[src/rtl/serial_sum_splitter_if.sv]
// Valid/ready bundle for the serial sum splitter: job in (sum, known addend), result out.
// The master modport is the job producer and result consumer; the slave is the splitter.
interface serial_sum_splitter_if #(
   parameter int WIDTH = 8
);
   logic             in_valid;
   logic             in_ready;
   logic [WIDTH:0]   sum_in;
   logic [WIDTH-1:0] opb_in;
   logic             out_valid;
   logic             out_ready;
   logic [WIDTH-1:0] diff_out;
   logic             err_out;

   modport master (
      output in_valid, sum_in, opb_in, out_ready,
      input  in_ready, out_valid, diff_out, err_out
   );

   modport slave (
      input  in_valid, sum_in, opb_in, out_ready,
      output in_ready, out_valid, diff_out, err_out
   );
endinterface

[src/rtl/serial_sum_splitter.sv]
// Recovers addend a = p - b from a (WIDTH+1)-bit sum p and addend b by bit-serial
// subtraction, LSB first, one bit per clock, with a single borrow flop.
module serial_sum_splitter #(
   parameter int WIDTH = 8
) (
   input  logic                clk,
   input  logic                rst_n,
   serial_sum_splitter_if.slave bus
);
   localparam int CW = $clog2(WIDTH + 1);

   localparam logic [1:0] ST_IDLE  = 2'b00;
   localparam logic [1:0] ST_SHIFT = 2'b01;
   localparam logic [1:0] ST_DONE  = 2'b10;

   logic [1:0]       state_q, state_d;
   logic [WIDTH:0]   s_q, s_d;
   logic [WIDTH:0]   b_q, b_d;
   logic [WIDTH:0]   r_q, r_d;
   logic             borrow_q, borrow_d;
   logic [CW-1:0]    cnt_q, cnt_d;
   logic [WIDTH-1:0] diff_q, diff_d;
   logic             err_q, err_d;

   logic             dbit_s;
   logic             borrow_nxt_s;
   logic [WIDTH:0]   r_shift_s;

   // One full-subtractor step on the current LSBs of the sum and addend shifters.
   always_comb begin
      dbit_s       = s_q[0] ^ b_q[0] ^ borrow_q;
      borrow_nxt_s = (~s_q[0] & b_q[0]) | (~s_q[0] & borrow_q) | (b_q[0] & borrow_q);
      r_shift_s    = {dbit_s, r_q[WIDTH:1]};
   end

   // FSM next state and datapath next values.
   always_comb begin
      state_d  = state_q;
      s_d      = s_q;
      b_d      = b_q;
      r_d      = r_q;
      borrow_d = borrow_q;
      cnt_d    = cnt_q;
      diff_d   = diff_q;
      err_d    = err_q;
      case (state_q)
         ST_IDLE: begin
            if (bus.in_valid) begin
               s_d      = bus.sum_in;
               b_d      = {1'b0, bus.opb_in};
               borrow_d = 1'b0;
               cnt_d    = {CW{1'b0}};
               state_d  = ST_SHIFT;
            end else begin
               state_d = ST_IDLE;
            end
         end
         ST_SHIFT: begin
            s_d      = {1'b0, s_q[WIDTH:1]};
            b_d      = {1'b0, b_q[WIDTH:1]};
            r_d      = r_shift_s;
            borrow_d = borrow_nxt_s;
            cnt_d    = cnt_q + CW'(1);
            if (cnt_q == CW'(WIDTH)) begin
               // A final borrow means p < b; a set MSB means p - b does not fit in WIDTH bits.
               diff_d  = r_shift_s[WIDTH-1:0];
               err_d   = borrow_nxt_s | r_shift_s[WIDTH];
               state_d = ST_DONE;
            end else begin
               state_d = ST_SHIFT;
            end
         end
         ST_DONE: begin
            if (bus.out_ready) begin
               state_d = ST_IDLE;
            end else begin
               state_d = ST_DONE;
            end
         end
         default: begin
            state_d = ST_IDLE;
         end
      endcase
   end

   // State, shifters, borrow, counter and result registers.
   always_ff @(posedge clk or negedge rst_n) begin
      if (!rst_n) begin
         state_q  <= ST_IDLE;
         s_q      <= {(WIDTH+1){1'b0}};
         b_q      <= {(WIDTH+1){1'b0}};
         r_q      <= {(WIDTH+1){1'b0}};
         borrow_q <= 1'b0;
         cnt_q    <= {CW{1'b0}};
         diff_q   <= {WIDTH{1'b0}};
         err_q    <= 1'b0;
      end else begin
         state_q  <= state_d;
         s_q      <= s_d;
         b_q      <= b_d;
         r_q      <= r_d;
         borrow_q <= borrow_d;
         cnt_q    <= cnt_d;
         diff_q   <= diff_d;
         err_q    <= err_d;
      end
   end

   assign bus.in_ready  = (state_q == ST_IDLE);
   assign bus.out_valid = (state_q == ST_DONE);
   assign bus.diff_out  = diff_q;
   assign bus.err_out   = err_q;
endmodule

[src/flat_wrapper.sv]
// flat-port wrapper written by rule: the top's interface ports become plain ports
module serial_sum_splitter_flat 
#(
   parameter int WIDTH = 8
)
  (clk, rst_n, bus_in_valid, bus_sum_in, bus_opb_in, bus_out_ready, bus_in_ready, bus_out_valid, bus_diff_out, bus_err_out);
  serial_sum_splitter_if #(.WIDTH(WIDTH)) bus_i ();
  input  logic clk;
  input  logic rst_n;
  input wire logic [$bits(bus_i.in_valid)-1:0] bus_in_valid;
  input wire logic [$bits(bus_i.sum_in)-1:0] bus_sum_in;
  input wire logic [$bits(bus_i.opb_in)-1:0] bus_opb_in;
  input wire logic [$bits(bus_i.out_ready)-1:0] bus_out_ready;
  output wire logic [$bits(bus_i.in_ready)-1:0] bus_in_ready;
  output wire logic [$bits(bus_i.out_valid)-1:0] bus_out_valid;
  output wire logic [$bits(bus_i.diff_out)-1:0] bus_diff_out;
  output wire logic [$bits(bus_i.err_out)-1:0] bus_err_out;
  assign bus_i.in_valid = bus_in_valid;
  assign bus_i.sum_in = bus_sum_in;
  assign bus_i.opb_in = bus_opb_in;
  assign bus_i.out_ready = bus_out_ready;
  assign bus_in_ready = bus_i.in_ready;
  assign bus_out_valid = bus_i.out_valid;
  assign bus_diff_out = bus_i.diff_out;
  assign bus_err_out = bus_i.err_out;
  serial_sum_splitter #(.WIDTH(WIDTH)) u_core (.clk(clk), .rst_n(rst_n), .bus(bus_i));
endmodule
[config.mk]
export PLATFORM = sky130hd
export DESIGN_NAME = serial_sum_splitter_flat
export DESIGN_NICKNAME = d
export VERILOG_FILES = /design/src/rtl/serial_sum_splitter_if.sv /design/src/rtl/serial_sum_splitter.sv /design/src/flat_wrapper.sv
export SDC_FILE = /design/constraint.sdc
export NUM_CORES = 1
export LEC_CHECK = 0
export CORE_MARGIN = 3
export CORE_UTILIZATION = 40
export CTS_BUF_LIST = sky130_fd_sc_hd__clkbuf_2 sky130_fd_sc_hd__clkbuf_4 sky130_fd_sc_hd__clkbuf_8
export DETAILED_ROUTE_END_ITERATION = 12
export PLACE_DENSITY_LB_ADDON = 0.05
export SETUP_SLACK_MARGIN = 0.15
export SYNTH_ARGS = -nofsm -noshare
export SYNTH_HDL_FRONTEND = slang
export SYNTH_SLANG_ARGS = --single-unit
[constraint.sdc]
create_clock -name clk -period 2.06 [get_ports clk]
set_input_delay 0.206 -clock clk [delete_from_list [all_inputs] [get_ports clk]]
set_output_delay 0.206 -clock clk [all_outputs]
set_load 0.005 [all_outputs]
; Word level (Yosys, flattened, before mapping)
; Cells that the tools add are included.
[word_totals]
ff_bits = 43
input_bits = 21
[op_classes]
addsub = 1
eq_ne = 4
n_mux = 12
bitwise_logic = 9
reduce_logical = 4
[ops]
columns = cell, count
row1 = 9-bit one-hot mux with 2 select lines, 2
row2 = 9-bit 2-to-1 mux, 2
row3 = 4-bit one-hot mux with 2 select lines, 1
row4 = 2-bit one-hot mux with 3 select lines, 1
row5 = "4-bit by 1-bit adder with 4-bit output, second input constant", 1
row6 = "4-bit == test, second input constant", 1
row7 = 2-bit 2-to-1 mux, 2
row8 = 4-bit 2-to-1 mux, 1
row9 = 2-bit AND reduction, 2
row10 = 1-bit AND, 3
row11 = 1-bit OR, 3
row12 = "2-bit by 1-bit == test with 1-bit output, second input constant", 1
row13 = "2-bit == test, second input constant", 1
row14 = 2-bit zero test, 1
row15 = 1-bit 2-to-1 mux, 2
row16 = "2-bit != test, second input constant", 1
row17 = 1-bit one-hot mux with 2 select lines, 1
row18 = 2-bit nonzero test, 1
row19 = 1-bit bitwise XOR, 2
row20 = 1-bit inverter, 1

; Logic depth before layout (Yosys ltp)
; Gate-level depths: netlist of the first run.
[depth]
depth_word = 5
depth_mapped = 5

; Worst setup path after synthesis of the first run
; No wires, ideal clock.
[synth_timing]
kind = flip-flop to flip-flop
from = register u_core.cnt_q[0]
to = register u_core.diff_q[0], in the netlist u_core.bus.diff_out[0]
setup_time_ns = 0.125
arrival_ns = 1.343
path_slack_ns = 0.592
path_stages_with_launch = 6
n_path_buf = 0
period_less_slack_ns = 1.468
cell_sequence = dfrtp_1 inv_1 ha_1 nand2_1 nor3_4 mux2_2
[synth_between]
elab_chain_cells = 2
[synth_lines]
columns = item, line
row1 = from (decl), serial_sum_splitter.sv:21  ; logic [CW-1:0] cnt_q, cnt_d;
row2 = from (signal assigned), serial_sum_splitter.sv:94  ; cnt_q <= {CW{1'b0}};
row3 = from (signal assigned), serial_sum_splitter.sv:103  ; cnt_q <= cnt_d;
row4 = 4-bit == test, serial_sum_splitter.sv:64  ; if (cnt_q == CW'(WIDTH)) begin
row5 = 2-bit AND reduction (no line), n/a
row6 = to (signal assigned), serial_sum_splitter.sv:95  ; diff_q <= {WIDTH{1'b0}};
row7 = to (signal assigned), serial_sum_splitter.sv:104  ; diff_q <= diff_d;
row8 = to (decl), serial_sum_splitter.sv:22  ; logic [WIDTH-1:0] diff_q, diff_d;
; Every way passes these cells.
; A chain may end at the register's enable or synchronous reset.

; Worst setup path in the final report of the first run
[layout_timing]
from = register u_core.state_q[1]
to = output port bus_in_ready
[layout_between]
elab_chain_cells = 1
[layout_lines]
columns = item, line
row1 = from (decl), serial_sum_splitter.sv:16  ; logic [1:0] state_q, state_d;
row2 = from (signal assigned), serial_sum_splitter.sv:98  ; state_q <= state_d;
row3 = 2-bit zero test, serial_sum_splitter.sv:109  ; assign bus.in_ready = (state_q == ST_IDLE);
row4 = to (decl), flat_wrapper.sv:14  ; output wire logic [$bits(bus_i.in_ready)-1:0] bus_in_ready;
; Every way passes these cells.

==> results of run 1 <==
[per-layer routing]
| metal | up-vias | wire length (um) | track usage |
|---|---|---|---|
| met5 | - | 0 | 0 |
| met4 | 0 | 10 | 0.03622 |
| met3 | 2 | 162 | 0.03967 |
| met2 | 25 | 1590 | 0.2274 |
| met1 | 616 | 1667 | 0.2018 |
| li1 | 634 | - | - |
[logic make-up (layout without fill, tap and decap cells)]
logic type | Yosys count | count (layout) | share of synthesized area
flip-flops | 41 | 41 | 0.5640
multiplexers | 18 | 18 | 0.1107
buffers and inverters | 16 | 51 | 0.03576
AO/OA/AOI/OAI | 41 | 41 | 0.1272
adder cells (fa/ha/maj) | 3 | 3 | 0.02476
AND/OR/NAND/NOR | 45 | 45 | 0.1376
[layout by cell type, fill, tap and decap left out, drive strengths merged, types with 3 or more instances in the layout]
cell type / instances
inv: 6
nor2b: 5
nand2b: 3
nand2: 22
and3b: 8
o21ai: 20
a21oi: 11
mux2: 17
clkbuf: 7
dfrtp: 41
buf: 7
a22oi: 7
nand3: 3
clkdlybuf4s50: 30
[timing repair]
item                                    CTS  global route
hold buffers                              1             0
endpoints found under the setup margin    0             0
endpoints found under the hold margin    18             0
[through the flow]
stage	setup WS (ns)	cell area [um2]	hold slack, ns	util
2_1_floorplan	0.5923	1819	-0.08959	-
3_3_place_gp	0.2740	2202	0.1494	0.5241
3_5_place_dp	0.2316	2202	0.1723	0.5241
4_1_cts	0.2600	2302	0.3991	0.5479
5_1_grt	0.1715	2302	0.4187	0.5479
6_report	0.2778	2302	0.3860	0.5479
[report_power, final]
| part | internal, mW | switching [mW] |
|---|---|---|
| clock network | 0.279 | 0.243 |
| logic | 0.741 | 0.543 |
| registers | 1.17 | 0.249 |
[flip-flops by register name, indices dropped and copies added, names as in the netlist]
register and flops:
u_core.s_q 9, u_core.state_q 2, u_core.bus.diff_out 8, u_core.bus.err_out 1, u_core.cnt_q 4, u_core.borrow_q 1
u_core.r_q 8, u_core.b_q 8
[layout make-up]
| cell class | instances | area (um2) | share of cell area |
|---|---|---|---|
| repair buffers | 38 | 372.9 | 0.1620 |
| multi-input cells | 107 | 728.2 | 0.3163 |
| inverters | 6 | 22.52 | 0.009783 |
| clock buffers | 7 | 90.09 | 0.03913 |
| flip-flops and latches | 41 | 1026 | 0.4457 |
| well taps | 50 | 62.56 | 0.02717 |
[worst register-to-register path: stages, from the launching register on]
cell      delay (ns)
dfrtp_1         0.47
nand2b_2        0.25
nor3_4          0.48
mux2_2          0.41
[worst paths after layout]
kind	to	slack, ns	cells past startpoint
setup / recovery	bus_in_ready	0.28	3
hold / removal	u_core.b_q[5]	0.39	2
setup reg to reg	u_core.bus.diff_out[7]	0.34	3
hold reg to reg	u_core.s_q[6]	0.49	2
max in group asynchronous	u_core.bus.err_out	1.01	3
min in group clk	u_core.s_q[6]	0.49	2
==> key figures, run 1 <==
Status
  • Outcome: completed

Critical path
  • Worst R2R Start: u_core.state_q[1]
  • Slowest-stage cell, CP: clkdlybuf4s50_1
  • CP Cell Sequence: buf_4, nor2_1, clkdlybuf4s50_1
  • Critical path required time: 1.85 ns
  • WP data arrival: between 1.5 and 2 ns
  • CP Max Fanout: 14
  • Worst Setup Start Kind: flop
  • Setup crit end kind: output pin
  • WP buf/inv: 2
  • CP peak stage delay: around 0.50 ns
  • Crit path from: u_core.state_q[1]
  • Crit path max-delay family: buffers and inverters
  • WS Path Type: flop to output pin

Clock network
  • Clock tree sinks: 41
  • CTS Buffer Depth: 2
  • Clock-pin transition on the worst setup and hold timing paths: approximately 0.070 ns
  • Clock Latency Late Sink: around 0.28 ns
  • CTS tree: yes
  • Setup bufs post-CTS: 0
  • CTS H-tree depth: 2
  • Cts repair resizes: 0
  • Root buffer selected by CTS: clkbuf_8
  • Inserted Clock Buffers: 5

Timing
  • Worst Tran Pin Value: roughly 0.54 ns
  • Tmin final: about 1.8 ns
  • Period utilization: 0.8651
  • Setup-failing EPs final: 0
  • Total negative slack: 0 ns
  • Headroom to the max-slew limit: 0.6408
  • Hold Vio Cnt, Final: 0
  • Count of final max-slew check failures: 0
  • Unrepaired setup endpoints after global routing: false
  • Max Freq: 561.1 MHz
  • Skew final: ~0.0046 ns

Placed design
  • Placed cell count: 241
  • Port Buf Inserts: 31
  • GP Congestion: between 0.7 and 0.8
  • Final HPWL DP: 2445 um

Route
  • WL final: around 3400 um
  • Via count: 1277
  • Vias/cell: 5.129
  • DR WL/cell: ~14 um
  • Antenna Violating Nets Remaining: 0
  • DR pass1 iterations: 4
  • Residual DRC: 0
  • First DRT Iteration DRCs: 52

Floorplanning
  • Num rows: 23
  • Starting Density: 0.4330
  • Core area: 4202 um2
  • Die Y: approximately 73 um
  • DIE AREA: between 5000 and 6000 um2
  • Boundary pin count: 32
  • Die width: approximately 73 um

Yosys
  • Mapped Nets: 188
  • Post-synth EDFFs: 0
  • Top_reg_cell synth: dfrtp_1
  • Area contributors post-synth: dfrtp_1 (56%), mux2_2 (11%), o21ai_0 (5.5%)
  • Most area-hungry cell type in the Yosys netlist: dfrtp_1
  • Number of synthesized register bits: a little over 40
  • Cell area after synthesis: roughly 1800 um2
  • Synth warn: 0
  • Most common cell in the netlist: dfrtp_1
  • Asr flop ratio synth: 1.000
  • Synth top cells by count: dfrtp_1 (41), nand2_1 (22), o21ai_0 (20)
  • Yosys top cell area share: 0.5640
  • Gate Count Post-Synth: roughly 160
  • Sequential share of the synthesized area: 0.5640
  • Syn avg cell area: roughly 11 um2
  • Cell variety after synth: 23

Global routing
  • Initial antenna violation count: 0
  • First-pass GRT wire length: 6113 um
  • GRT overflow: 0
  • GR Util All Layers: 0.1458
  • Vias in the first global route: 1303
  • Pin count of the biggest net entering global routing: 28

Pwr
  • Pleak: between 1 and 1.5 nW
  • Power Total: approximately 3.2 mW
  • Peak supply drop: 596.1 uV
  • PD cells: 1399 nW/um2

Finish
  • ANT cells: 0
  • Nets: 223
  • Final instance count without filler cells: 249
  • Area grow syn2layout: 26.55%
  • Fraction of layout cells with a size suffix above 1: 0.1658
  • # fillers: ~360

Worst hold path
  • Min-Delay Path Class: input port to asynchronous set/reset pin

Flow run
  • Maxcap violations: 0
Note: power is estimated with default switching activity, not from simulation.
==> run 2: changes to the inputs <==
- CTS_CLUSTER_SIZE: default -> 14
- SKIP_CTS_REPAIR_TIMING: default -> 1
==> results of run 2 <==
Same layout as run 1: the final DEF is identical, and so are final timing and power.
